$ cat src/rtl/adsr_engine.sv
// adsr_engine: multi-voice ADSR envelope generator with a serial amplitude
// multiplier. A request updates one voice's envelope (state + 24-bit Q8.16
// volume), then scales the supplied wave sample by the new 8-bit level using
// an 8-cycle shift-add, and pulses done_o when the enveloped sample is ready.
//
// Handshake: a request is accepted on a rising clk_i edge where the block is
// idle, start_i=1 and voice_idx_i < NUM_VOICES. busy_o is high from the cycle
// after acceptance until the done cycle inclusive. Voice inputs (gate, wave,
// ADSR settings, hard restart) are sampled in the single cycle after
// acceptance and may change afterwards. done_o is a one-cycle pulse; wave_o
// is valid from that cycle and held until the next done_o.
//
// Ports:
//   clk_i, rst_ni            clock, asynchronous active-low reset
//   start_i, voice_idx_i     request and addressed voice
//   wave_i                   raw unsigned wave sample
//   gate_i, hard_restart_i   gate of the voice, restart-from-zero on gate-on
//   attack_i .. release_i    4-bit ADSR settings
//   busy_o, done_o           request in progress / completion pulse
//   wave_o                   enveloped sample
//   env_o, state_o           level and ADSR state of the last processed voice
module adsr_engine #(
  parameter int NUM_VOICES = 3,
  parameter int WAVE_W     = 10,
  localparam int IDX_W     = (NUM_VOICES > 1) ? $clog2(NUM_VOICES) : 1
) (
  input  logic              clk_i,
  input  logic              rst_ni,
  input  logic              start_i,
  input  logic [IDX_W-1:0]  voice_idx_i,
  input  logic [WAVE_W-1:0] wave_i,
  input  logic              gate_i,
  input  logic              hard_restart_i,
  input  logic [3:0]        attack_i,
  input  logic [3:0]        decay_i,
  input  logic [3:0]        sustain_i,
  input  logic [3:0]        release_i,
  output logic              busy_o,
  output logic              done_o,
  output logic [WAVE_W-1:0] wave_o,
  output logic [7:0]        env_o,
  output logic [1:0]        state_o
);

  typedef enum logic [1:0] {S_IDLE, S_UPDATE, S_MULT, S_DONE} fsm_e;

  localparam logic [1:0]  V_ATTACK  = 2'd0;
  localparam logic [1:0]  V_DECAY   = 2'd1;
  localparam logic [1:0]  V_SUSTAIN = 2'd2;
  localparam logic [1:0]  V_RELEASE = 2'd3;
  localparam logic [23:0] VOL_MAX   = 24'hFFFFFF;

  fsm_e                  state_q, state_d;
  logic                  accept;
  logic [IDX_W-1:0]      idx_q;
  logic [23:0]           vol_q [NUM_VOICES];
  logic [1:0]            vst_q [NUM_VOICES];
  logic [NUM_VOICES-1:0] gate_prev_q;
  logic [2:0]            cnt_q;
  logic [WAVE_W+7:0]     mcand_q, acc_q, acc_d;
  logic [7:0]            mplier_q;
  logic [WAVE_W-1:0]     wave_q;
  logic [7:0]            env_q;
  logic [1:0]            st_out_q;

  logic [23:0] cur_vol, vol_eff, sus_vol, vol_d;
  logic [1:0]  cur_st, vst_d;
  logic        rising;
  logic [1:0]  sh;
  logic [17:0] att_step, dec_step, rel_step;
  logic [24:0] att_sum, dec_floor;

  function automatic logic [17:0] attack_tab(input logic [3:0] i);
    case (i)
      4'h0: attack_tab = 18'd167116;
      4'h1: attack_tab = 18'd41779;
      4'h2: attack_tab = 18'd20889;
      4'h3: attack_tab = 18'd13926;
      4'h4: attack_tab = 18'd8795;
      4'h5: attack_tab = 18'd5968;
      4'h6: attack_tab = 18'd4915;
      4'h7: attack_tab = 18'd4177;
      4'h8: attack_tab = 18'd3342;
      4'h9: attack_tab = 18'd1336;
      4'hA: attack_tab = 18'd668;
      4'hB: attack_tab = 18'd417;
      4'hC: attack_tab = 18'd334;
      4'hD: attack_tab = 18'd111;
      4'hE: attack_tab = 18'd66;
      default: attack_tab = 18'd41;
    endcase
  endfunction

  function automatic logic [17:0] dr_base_tab(input logic [3:0] i);
    case (i)
      4'h0: dr_base_tab = 18'd139262;
      4'h1: dr_base_tab = 18'd34815;
      4'h2: dr_base_tab = 18'd17407;
      4'h3: dr_base_tab = 18'd11605;
      4'h4: dr_base_tab = 18'd7327;
      4'h5: dr_base_tab = 18'd4972;
      4'h6: dr_base_tab = 18'd4095;
      4'h7: dr_base_tab = 18'd3480;
      4'h8: dr_base_tab = 18'd2785;
      4'h9: dr_base_tab = 18'd1112;
      4'hA: dr_base_tab = 18'd555;
      4'hB: dr_base_tab = 18'd347;
      4'hC: dr_base_tab = 18'd277;
      4'hD: dr_base_tab = 18'd92;
      4'hE: dr_base_tab = 18'd55;
      default: dr_base_tab = 18'd32;
    endcase
  endfunction

  // Master FSM next state.
  always_comb begin
    state_d = state_q;
    accept  = 1'b0;
    case (state_q)
      S_IDLE: begin
        if (start_i && (int'(voice_idx_i) < NUM_VOICES)) begin
          accept  = 1'b1;
          state_d = S_UPDATE;
        end
      end
      S_UPDATE: state_d = S_MULT;
      S_MULT:   if (cnt_q == 3'd7) state_d = S_DONE;
      S_DONE:   state_d = S_IDLE;
      default:  state_d = S_IDLE;
    endcase
  end

  // Envelope step for the addressed voice; only committed in S_UPDATE.
  always_comb begin
    cur_vol = vol_q[idx_q];
    cur_st  = vst_q[idx_q];
    rising  = gate_i & ~gate_prev_q[idx_q];
    // sustain_i * 0x11 is the nibble duplicated into a byte.
    sus_vol = {sustain_i, sustain_i, 16'h0000};
    vol_eff = (rising && hard_restart_i) ? 24'h000000 : cur_vol;

    // Exponential-ish decay: smaller steps as the level falls.
    if (cur_vol[23])      sh = 2'd0;
    else if (cur_vol[22]) sh = 2'd1;
    else if (cur_vol[21]) sh = 2'd2;
    else                  sh = 2'd3;

    att_step  = attack_tab(attack_i);
    dec_step  = (dr_base_tab(decay_i) >> sh) | 18'd1;
    rel_step  = (dr_base_tab(release_i) >> sh) | 18'd1;
    att_sum   = {1'b0, vol_eff} + {7'b0, att_step};
    // 25 bits: sustain level plus step can exceed the 24-bit range.
    dec_floor = {1'b0, sus_vol} + {7'b0, dec_step};

    if (!gate_i)                                        vst_d = V_RELEASE;
    else if (rising)                                    vst_d = V_ATTACK;
    else if (cur_st == V_ATTACK && cur_vol == VOL_MAX)  vst_d = V_DECAY;
    else if (cur_st == V_DECAY && cur_vol <= sus_vol)   vst_d = V_SUSTAIN;
    else                                                vst_d = cur_st;

    case (vst_d)
      V_ATTACK:  vol_d = att_sum[24] ? VOL_MAX : att_sum[23:0];
      V_DECAY:   vol_d = ({1'b0, cur_vol} <= dec_floor) ? sus_vol
                                                         : cur_vol - {6'b0, dec_step};
      V_SUSTAIN: vol_d = sus_vol;
      default:   vol_d = (cur_vol <= {6'b0, rel_step}) ? 24'h000000
                                                        : cur_vol - {6'b0, rel_step};
    endcase
  end

  // One multiplier bit per MULT cycle, LSB first.
  always_comb begin
    acc_d = acc_q + (mplier_q[0] ? mcand_q : '0);
  end

  always_ff @(posedge clk_i or negedge rst_ni) begin
    if (!rst_ni) begin
      state_q     <= S_IDLE;
      idx_q       <= '0;
      cnt_q       <= '0;
      mcand_q     <= '0;
      mplier_q    <= '0;
      acc_q       <= '0;
      wave_q      <= '0;
      env_q       <= '0;
      st_out_q    <= V_RELEASE;
      gate_prev_q <= '0;
      for (int v = 0; v < NUM_VOICES; v++) begin
        vol_q[v] <= '0;
        vst_q[v] <= V_RELEASE;
      end
    end else begin
      state_q <= state_d;
      case (state_q)
        S_IDLE: if (accept) idx_q <= voice_idx_i;
        S_UPDATE: begin
          vol_q[idx_q]       <= vol_d;
          vst_q[idx_q]       <= vst_d;
          gate_prev_q[idx_q] <= gate_i;
          env_q              <= vol_d[23:16];
          st_out_q           <= vst_d;
          mcand_q            <= {8'h00, wave_i};
          mplier_q           <= vol_d[23:16];
          acc_q              <= '0;
          cnt_q              <= '0;
        end
        S_MULT: begin
          acc_q    <= acc_d;
          mcand_q  <= mcand_q << 1;
          mplier_q <= mplier_q >> 1;
          cnt_q    <= cnt_q + 3'd1;
          // Final product lands in wave_q as the FSM enters S_DONE.
          if (cnt_q == 3'd7) wave_q <= acc_d[WAVE_W+7:8];
        end
        default: ;
      endcase
    end
  end

  assign busy_o  = (state_q != S_IDLE);
  assign done_o  = (state_q == S_DONE);
  assign wave_o  = wave_q;
  assign env_o   = env_q;
  assign state_o = st_out_q;

endmodule

$ cat config.mk
export PLATFORM = sky130hd
export DESIGN_NAME = adsr_engine
export DESIGN_NICKNAME = d
export VERILOG_FILES = /design/src/rtl/adsr_engine.sv
export SDC_FILE = /design/constraint.sdc
export NUM_CORES = 1
export LEC_CHECK = 0
export CAP_MARGIN = 20
export CORE_UTILIZATION = 55
export DETAILED_ROUTE_END_ITERATION = 12
export PLACE_DENSITY = 0.76
export SYNTH_ARGS = -nofsm -noshare
export SYNTH_HDL_FRONTEND = slang
export SYNTH_SLANG_ARGS = --single-unit
$ cat constraint.sdc
create_clock -name clk_i -period 7 [get_ports clk_i]
set_input_delay 1.4 -clock clk_i [delete_from_list [all_inputs] [get_ports clk_i]]
set_output_delay 1.4 -clock clk_i [all_outputs]
set_load 0.005 [all_outputs]
==> flow_summary.json, run 1 <==
{
  "status": "finished clean",
  "hold_buffers": 0,
  "cp-endpoint": "mplier_q[6]",
  "hold_viol_final": 0,
  "synthTopCellsByArea": "dfrtp_1, ha_1, a21oi_1",
  "routed_wirelength_microns": 39700,
  "ant_nets": 0,
  "coreArea_sq_um": 23700,
  "rsz0062_at_grt": "no",
  "first_global_vias": 11700,
  "synth-edff-count": 0,
  "rrSetupSlack_ps": 1100,
  "r2r-start": "idx_q[1]",
  "cts_setup_buffers": 0,
  "syn_to_final_growth_pct": 11.0,
  "fillCellCount": 2090,
  "drive_gt1_share_pct": 8.42,
  "hp-class": "flop to flop",
  "worstSetupPathType": "input pin to flop",
  "dp_hpwl_microns": 29300,
  "clock_latency_ps": 440,
  "vias": 12600,
  "antenna_found_initial": 0,
  "ctsRootBufferMaster": "clkbuf_16",
  "drt_iter0_drc": 1329,
  "htreeDepth": 4,
  "fin_crit_sh_pct": 89.4,
  "grt_pass1_wl_microns": 63100,
  "num-nets-final": 1811,
  "core.rowCount": 56,
  "ys_warn_count": 0,
  "initial_core_util_pct": 56.5,
  "n_antenna_cell": 0,
  "crit_path_start": "decay_i[0]",
  "io_pins": 55,
  "die_y_microns": 158,
  "finalSetupViolCount": 0,
  "end_kind": "flop",
  "max_slew_margin_pct": 39.6,
  "yosysSeqAreaShare_pct": 28.5,
  "synth_nets": 1795,
  "finalClockSkew_ps": 12.5,
  "fmax_mhz": 160,
  "clk_path_buf_depth": 2,
  "grt_util_all_layers_pct": 32.8,
  "min_period_ps": 6260,
  "grt-ovfl-total": 0,
  "die_x_microns": 158,
  "arrival_ps": 6540,
  "drt-pass1-iter-count": 8,
  "reg2reg_to": "mplier_q[6]",
  "io_buffers": 54,
  "cap_violations": 0,
  "required_ps": 7280,
  "die_area_sq_um": 24900,
  "tightest_slew_ps": 906,
  "postSynth.asyncResetShare_pct": 100,
  "tritoncts.num_buffers": 17,
  "synth-main-ff-cell": "dfrtp_1",
  "drc": 0,
  "reg2reg_depth": 20,
  "synth_top_area_share_pct": 26.9,
  "syn_area_sq_um": 13400,
  "cp_max_fo": 8,
  "syn-mean-instance-area_sq_um": 8.13,
  "drv_slew": 0,
  "grt_max_degree": 93,
  "path_clk_slew_ps": 70,
  "yosysUniqueCellTypes": 85,
  "start_kind": "input pin",
  "cts.repair.resized": 0,
  "globalplace.congestion": 1.03,
  "cts_tree": "done",
  "synth_largest_area_cell": "dfrtp_1",
  "synth_seq_cells": 152,
  "viasPerCell": 6.30,
  "tns_ps": 0,
  "syn_inst": 1645,
  "cts_sinks": 152,
  "wl_per_cell_microns": 19.9
}
## worst min path at each step
stage,to,cells past startpoint,slack [ps],from
6_report,gate_prev_q[2],2,480,gate_prev_q[2]
5_1_grt,vol_q[14],2,500,vol_q[14]
4_1_cts,vol_q[2],2,490,vol_q[2]
3_5_place_dp,vol_q[2],2,470,vol_q[2]
3_3_place_gp,vol_q[28],2,460,vol_q[28]
2_1_floorplan,mplier_q[7],2,450,mplier_q[7]
## synthesized netlist by cell type, types with 13 or more instances
library cell	number
o21a_1	19
a21o_1	31
inv_1	77
mux2i_1	55
nand2_1	169
a211oi_1	22
nand3_1	49
nor2b_1	13
a21oi_1	146
and2_1	38
o21ai_1	35
ha_1	112
o2bb2ai_1	28
nand2b_1	13
nor2_1	151
clkbuf_1	61
o21ai_0	127
dfrtp_1	144
xor2_1	22
mux2_2	14
xnor2_1	43
nor3_1	20
nor4_1	15
## critical path: stages
cell             delay, ps
clkdlybuf4s50_1        630
inv_1                  140
ha_1                   350
a21oi_1                160
nor2_1                  70
a21oi_1                220
nor2_1                  60
or3_1                  360
o21ai_0                110
ha_1                   310
nor2b_1                160
o31ai_1                350
a21oi_1                200
nor2_1                 190
o21ai_0                230
a31oi_1                540
and3_1                 230
o31ai_1                 70
a31oi_1                530
o221ai_1               220
## cell type report
type                       count  area (sq um)  area share (%)
sequential                   152          3810            25.7
clock inverter                15           231            1.56
inverter                      79           297            2.00
tap                          319           399            2.69
clock buffer                  17           425            2.86
multi-input combinational   1327          8890            59.9
timing repair buffer          84           787            5.30
## state kept, by name, indices dropped and copies added (netlist names), 3 cells and up
register / flops
acc_q: 18
cnt_q: 3
env_o: 8
gate_prev_q: 3
mcand_q: 18
mplier_q: 8
vol_q: 72
vst_q: 6
wave_o: 10
## through the flow
step | cell area, sq um | setup WS, ps | cells | utilization (%) | hold WS [ps]
after global placement | 14200 | 557 | 1960 | 59.8 | 462
after CTS | 14800 | 867 | 1992 | 62.6 | 486
after floorplan | 13400 | 1940 | 1645 | - | 449
after global routing | 14800 | 346 | 1993 | 62.7 | 501
final | 14800 | 742 | 1993 | 62.7 | 483
after detailed placement | 14200 | 414 | 1960 | 59.8 | 470
## cell usage in the layout, fill, tap and decap left out, types with 6 or more instances in the layout
master           synthesis  routed
o2bb2ai_1               28      28
inv_1                   77      77
a21oi_2                 10      10
nor4_1                  15      15
dfstp_2                  8       8
nor2_1                 151     150
o21ai_0                127     127
buf_4                    6      29
or2_2                    6       6
a21oi_1                146     146
o31ai_1                 12      12
o21a_1                  19      19
o211ai_1                 7       7
o221ai_1                 6       6
xor2_1                  22      22
mux2_2                  14      14
o22ai_1                 12      12
nand4_1                  8       8
mux2i_1                 55      55
a21o_1                  31      31
dfrtp_1                144     143
nand2_1                169     169
ha_1                   112     111
and2_1                  38      38
o21bai_1                10      10
nor3_1                  20      20
nand2b_1                13      13
clkbuf_16                0      17
nor2b_1                 13      12
a31oi_1                 11      11
xnor2_1                 43      43
and3_1                   9       9
or3_1                    7       7
nand3_1                 49      48
o21ai_1                 35      34
clkdlybuf4s50_1          0      53
a211oi_1                22      22
## per-layer routing
metal | part of all wire, % | vias up | track usage, %
met5 | 0 | - | 0
met4 | 3.1 | 0 | 12.5
met3 | 7.2 | 89 | 4.82
met2 | 46 | 531 | 52.3
met1 | 44 | 5943 | 45.1
li1 | - | 5988 | -
## cell families (layout without fill, tap and decap cells)
| family | count (synthesis) | in the layout | synth area share [%] |
|---|---|---|---|
| AND/OR/NAND/NOR | 522 | 522 | 18.3 |
| AO/OA/AOI/OAI | 553 | 553 | 27.1 |
| XOR/XNOR | 65 | 65 | 4.26 |
| buffers and inverters | 166 | 195 | 5.19 |
| flip-flops | 152 | 152 | 28.5 |
| multiplexers | 70 | 70 | 5.46 |
| adder cells (fa/ha/maj) | 117 | 117 | 11.2 |
Power of run 1 is not shown: default switching activity piles up to over one toggle a cycle in this logic, so the estimate is an artifact.
==> inputs of run 2 (changes only) <==
--- a/config.mk
+++ b/config.mk
@@ -5,8 +5,10 @@
 export SDC_FILE = /design/constraint.sdc
 export NUM_CORES = 1
 export LEC_CHECK = 0
+export ABC_AREA = 1
 export CAP_MARGIN = 20
 export CORE_UTILIZATION = 55
+export CTS_BUF_LIST = sky130_fd_sc_hd__clkbuf_4 sky130_fd_sc_hd__clkbuf_8
 export DETAILED_ROUTE_END_ITERATION = 12
 export PLACE_DENSITY = 0.76
 export SYNTH_ARGS = -nofsm -noshare
==> constraint.sdc (replaced) <==
create_clock -name clk_i -period 7.9 [get_ports clk_i]
set_input_delay 1.58 -clock clk_i [delete_from_list [all_inputs] [get_ports clk_i]]
set_output_delay 1.58 -clock clk_i [all_outputs]
set_load 0.005 [all_outputs]
==> flow_summary.json, run 2 <==
{
  "status": "finished clean",
  "die_y_microns": 163,
  "initial_core_util_pct": 56.4,
  "syn_to_final_growth_pct": 7.37,
  "grt-ovfl-total": 0,
  "arrival_ps": 6520,
  "antenna_found_initial": 0,
  "drt_iter0_drc": 1586,
  "finalClockSkew_ps": 21.4,
  "htreeDepth": 4,
  "die_area_sq_um": 26700,
  "synth_seq_cells": 152,
  "crit_path_start": "idx_q[0]",
  "io_pins": 55,
  "synth_common_cells": "nand2_1, inv_1, nor2_1",
  "wl_per_cell_microns": 18.6,
  "slowest_delay_ps": 690,
  "ctsRootBufferMaster": "clkbuf_8",
  "grt_max_degree": 88,
  "grt_util_all_layers_pct": 36.6,
  "cts_sinks": 152,
  "grt_pass1_wl_microns": 75400,
  "cp-endpoint": "vol_q[65]",
  "yosysUniqueCellTypes": 56,
  "tns_ps": 0,
  "synth.most_common_cell": "nand2_1",
  "cts_setup_buffers": 0,
  "worstSetupPathType": "flop to flop",
  "final_common_cell": "nand2_1",
  "rrSetupSlack_ps": 1720,
  "yosysSeqAreaShare_pct": 26.6,
  "required_ps": 8240,
  "viasPerCell": 5.82,
  "tightest_slew_ps": 1100,
  "n_antenna_cell": 0,
  "fmax_mhz": 162,
  "syn_area_sq_um": 14300,
  "cp_slowest_cell": "nor2_4",
  "hold_buffers": 0,
  "start_kind": "flop",
  "routed_wirelength_microns": 47900,
  "vias": 15000,
  "io_buffers": 54,
  "syn_inst": 2220,
  "clk_path_buf_depth": 2,
  "finalSetupViolCount": 0,
  "ys_warn_count": 0,
  "synth_largest_area_cell": "dfrtp_1",
  "synth_nets": 2370,
  "synthTopCellsByArea": "dfrtp_1, nand2_1, ha_1",
  "drive_gt1_share_pct": 5.98,
  "die_x_microns": 163,
  "top_register": "vol_q",
  "fin_crit_sh_pct": 78.3,
  "globalplace.congestion": 1.07,
  "reg_top3": "vol_q (72), acc_q (18), mcand_q (18)",
  "hp-class": "flop to flop",
  "end_kind": "flop",
  "drv_slew": 0,
  "max_slew_margin_pct": 26.9,
  "first_global_vias": 13900,
  "cts.repair.resized": 0,
  "reg2reg_depth": 28,
  "syn-mean-instance-area_sq_um": 6.46,
  "num-nets-final": 2379,
  "min_period_ps": 6180,
  "cap_violations": 0,
  "final_cell_mix": "nand2_1, inv_1, nor2_1",
  "core.rowCount": 58,
  "synth_top_area_share_pct": 25.1,
  "cts_tree": "done",
  "whs_ps": 484,
  "rsz0062_at_grt": "no",
  "tritoncts.num_buffers": 17,
  "drc": 0,
  "postSynth.asyncResetShare_pct": 100,
  "reg2reg_to": "vol_q[65]",
  "path_clk_slew_ps": 90,
  "synth-edff-count": 0,
  "largest_reg_flops": 72,
  "drt-pass1-iter-count": 6,
  "fillCellCount": 2430,
  "cp_max_fo": 27,
  "coreArea_sq_um": 25400,
  "ant_nets": 0,
  "r2r-start": "idx_q[0]",
  "synth-main-ff-cell": "dfrtp_1",
  "dp_hpwl_microns": 36100,
  "clock_latency_ps": 470,
  "hold_viol_final": 0
}
[run 2: cell type report]
cell class,count,area (sq um),area share (%)
clock inverters,14,160,1.04
well taps,330,413,2.68
clock buffers,18,248,1.61
flip-flops and latches,152,3810,24.8
multi-input cells,1763,9250,60.1
repair buffers,67,647,4.20
inverters,228,858,5.58
[run 2: routing by layer]
metal | global-route usage [%] | vias to the layer above | routed length (microns)
met1 | 49.6 | 6997 | 20700
met5 | 0 | - | 0
li1 | - | 7232 | -
met2 | 57.3 | 637 | 21100
met3 | 6.55 | 112 | 4160
met4 | 14.4 | 0 | 1860
[run 2: worst max-delay path, delay by kind of cell, from the launching register on]
family | cells | cell delay, ps
buffers and inverters | 7 | 1530
AO/OA/AOI/OAI | 4 | 980
flip-flops | 1 | 600
adder cells (fa/ha/maj) | 2 | 570
AND/OR/NAND/NOR | 15 | 2350
[run 2: worst min-delay path by stage]
stage / from / to / slack [ps] / depth (start not counted)
2_1_floorplan: vol_q[22] / vol_q[22] / 450 / 2
3_3_place_gp: vol_q[30] / vol_q[30] / 460 / 2
3_5_place_dp: wave_o[4] / wave_o[4] / 460 / 2
4_1_cts: vol_q[17] / vol_q[17] / 490 / 2
5_1_grt: wave_o[4] / wave_o[4] / 500 / 2
6_report: wave_o[4] / wave_o[4] / 480 / 2
[run 2: per-stage QoR]
step	instance area (sq um)	util [%]	setup slack, ps	cells
4_1_cts	15400	60.5	1830	2571
6_report	15400	60.6	1720	2572
2_1_floorplan	14300	-	2970	2220
5_1_grt	15400	60.6	1350	2572
3_5_place_dp	15000	58.9	1610	2539
3_3_place_gp	15000	58.9	1630	2539
[run 2: logic make-up (layout without fill, tap and decap cells)]
| group | count (synthesis) | in the layout | share of synthesized area, % |
|---|---|---|---|
| flops | 152 | 152 | 26.6 |
| xor+xnor | 36 | 36 | 2.20 |
| compound gates | 340 | 340 | 13.3 |
| fa+ha+maj | 117 | 117 | 10.5 |
| simple gates | 1262 | 1262 | 38.0 |
| mux | 8 | 8 | 0.559 |
| buf+inv | 305 | 327 | 8.88 |
Power of run 2 is left out for the same reason.
==> inputs of run 3 (changes only) <==
--- a/config.mk
+++ b/config.mk
@@ -10,7 +10,7 @@
 export CORE_UTILIZATION = 55
 export CTS_BUF_LIST = sky130_fd_sc_hd__clkbuf_4 sky130_fd_sc_hd__clkbuf_8
 export DETAILED_ROUTE_END_ITERATION = 12
-export PLACE_DENSITY = 0.76
+export PLACE_DENSITY = 0.79
 export SYNTH_ARGS = -nofsm -noshare
 export SYNTH_HDL_FRONTEND = slang
 export SYNTH_SLANG_ARGS = --single-unit
==> constraint.sdc (replaced) <==
create_clock -name clk_i -period 5.4 [get_ports clk_i]
set_input_delay 1.08 -clock clk_i [delete_from_list [all_inputs] [get_ports clk_i]]
set_output_delay 1.08 -clock clk_i [all_outputs]
set_load 0.005 [all_outputs]
==> flow_summary.json, run 3 (synthesis results as in run 2) <==
{
  "max_slew_margin_pct": 29.5,
  "hold_buffers": 0,
  "grt_util_all_layers_pct": 36.5,
  "largest_reg_flops": 72,
  "clock_latency_ps": 480,
  "die_area_sq_um": 26700,
  "fillCellCount": 2440,
  "tritoncts.num_buffers": 17,
  "htreeDepth": 4,
  "finalSetupViolCount": 0,
  "placedInstanceArea_sq_um": 15300,
  "holdPathStages": 2,
  "design_area_sq_um": 15700,
  "reg2reg_depth": 27,
  "hold_viol_final": 0,
  "drt-pass1-iter-count": 8,
  "grt_max_degree": 56,
  "drive_gt1_share_pct": 7.42,
  "num-nets-final": 2414,
  "required_ps": 5760,
  "drc": 0,
  "vias": 15300,
  "antenna_found_initial": 0,
  "finalWorstSetupSlack_ps": 406,
  "top_register": "vol_q",
  "slowest_delay_ps": 580,
  "arrival_ps": 5350,
  "tightest_slew_ps": 1060,
  "reg_top3": "vol_q (72), acc_q (18), mcand_q (18)",
  "die_x_microns": 163,
  "dp.cells": 2574,
  "reg2reg_to": "env_o[1]",
  "die_y_microns": 163,
  "path_clk_slew_ps": 90,
  "wl_per_cell_microns": 18.1,
  "min_from": "vol_q[52]",
  "cap_violations": 0,
  "drv_slew": 0,
  "viasPerCell": 5.85,
  "final_common_cell": "nand2_1",
  "core.rowCount": 58,
  "syn_to_final_growth_pct": 9.43,
  "io_pins": 55,
  "hp-class": "flop to flop",
  "end_kind": "flop",
  "grt_pass1_wl_microns": 76500,
  "stdcell_count": 2608,
  "worstSetupPathType": "flop to flop",
  "coreArea_sq_um": 25400,
  "globalplace.congestion": 1.08,
  "final_cell_mix": "nand2_1, inv_1, nor2_1",
  "cts_sinks": 152,
  "first_global_vias": 14500,
  "status": "finished clean",
  "initial_core_util_pct": 56.4,
  "cp_slowest_cell": "dfrtp_1",
  "cts_setup_buffers": 0,
  "cpMostUsedCell": "nand2_1",
  "holdPathEnd": "vol_q[52]",
  "seqCellArea_sq_um": 3810,
  "fin_crit_sh_pct": 92.5,
  "min_period_ps": 4990,
  "clk_path_buf_depth": 2,
  "grt-ovfl-total": 0,
  "start_kind": "flop",
  "r2r-start": "idx_q[0]",
  "dp_hpwl_microns": 35800,
  "ant_nets": 0,
  "cp_max_fo": 25,
  "cts_tree": "done",
  "fmax_mhz": 200,
  "rsz0062_at_grt": "no",
  "io_buffers": 54,
  "preCtsSetupSlack_ps": 93.4,
  "routed_wirelength_microns": 47200,
  "finalClockSkew_ps": 21.6,
  "drt_iter0_drc": 1681,
  "ctsRootBufferMaster": "clkbuf_8",
  "tns_ps": 0,
  "rrSetupSlack_ps": 410,
  "multi_input_area_sq_um": 9260
}
==> run 3: cell types whose count changed in the layout (fill, tap and decap cells not counted), sizes merged <==
cell | previous run | this run
clkbuf | 18 | 20
diode | 0 | 1
inv | 232 | 227
clkinv | 8 | 7
buf | 14 | 49
bufinv | 2 | 1
clkinvlp | 0 | 5
==> run 3: layout make-up <==
type / count / share of cell area (%)
inverters: 228 / 5.47
repair buffers: 102 / 6.04
flip-flops and latches: 152 / 24.3
diodes: 1 / 0.0160
multi-input cells: 1763 / 59.0
well taps: 330 / 2.63
clock buffers: 20 / 1.75
clock inverters: 12 / 0.758
==> run 3: metal layers <==
layer | vias to the layer above | routed length [microns] | part of all wire [%] | global-route usage, %
met5 | - | 0 | 0 | 0
met2 | 696 | 20600 | 44 | 56.9
met3 | 152 | 4100 | 8.7 | 6.68
met1 | 7110 | 20400 | 43 | 49.4
li1 | 7309 | - | - | -
met4 | 0 | 2110 | 4.5 | 15.0
==> run 3: through the flow <==
step	hold WS (ps)	utilization, %
CTS	486	61.7
detailed placement	464	60.1
global route	498	61.8
global placement	462	60.1
floorplan	449	-
finish	485	61.8
==> run 3: worst max-delay path by stage <==
stage                          start     endpoint  slack, ps  depth (start not counted)
after floorplan             idx_q[0]  mplier_q[3]        910                         28
after global placement    decay_i[1]  mplier_q[1]        140                         27
after detailed placement  decay_i[1]     env_o[1]         90                         29
after CTS                   idx_q[0]     env_o[1]        380                         28
after global routing        idx_q[1]    vol_q[16]         50                         30
final                       idx_q[0]     env_o[1]        410                         27
==> run 3: timing repair <==
item | in CTS | in global routing
setup endpoints to repair | 0 | 12
resized for setup | 0 | 1
endpoints found under the hold margin | 0 | 0
==> run 3: worst max-delay path: cells and delay by family, from the launching register on <==
kind                       cells  cell delay [ps]
adders and majority gates      2              630
DFF                            1              580
xor gates and xnor gates       1              170
AOI/OAI and AO/OA              7             1240
buffers and inverters          4              630
and+or+nand+nor               13             1590
Power of run 3 is left out for the same reason.
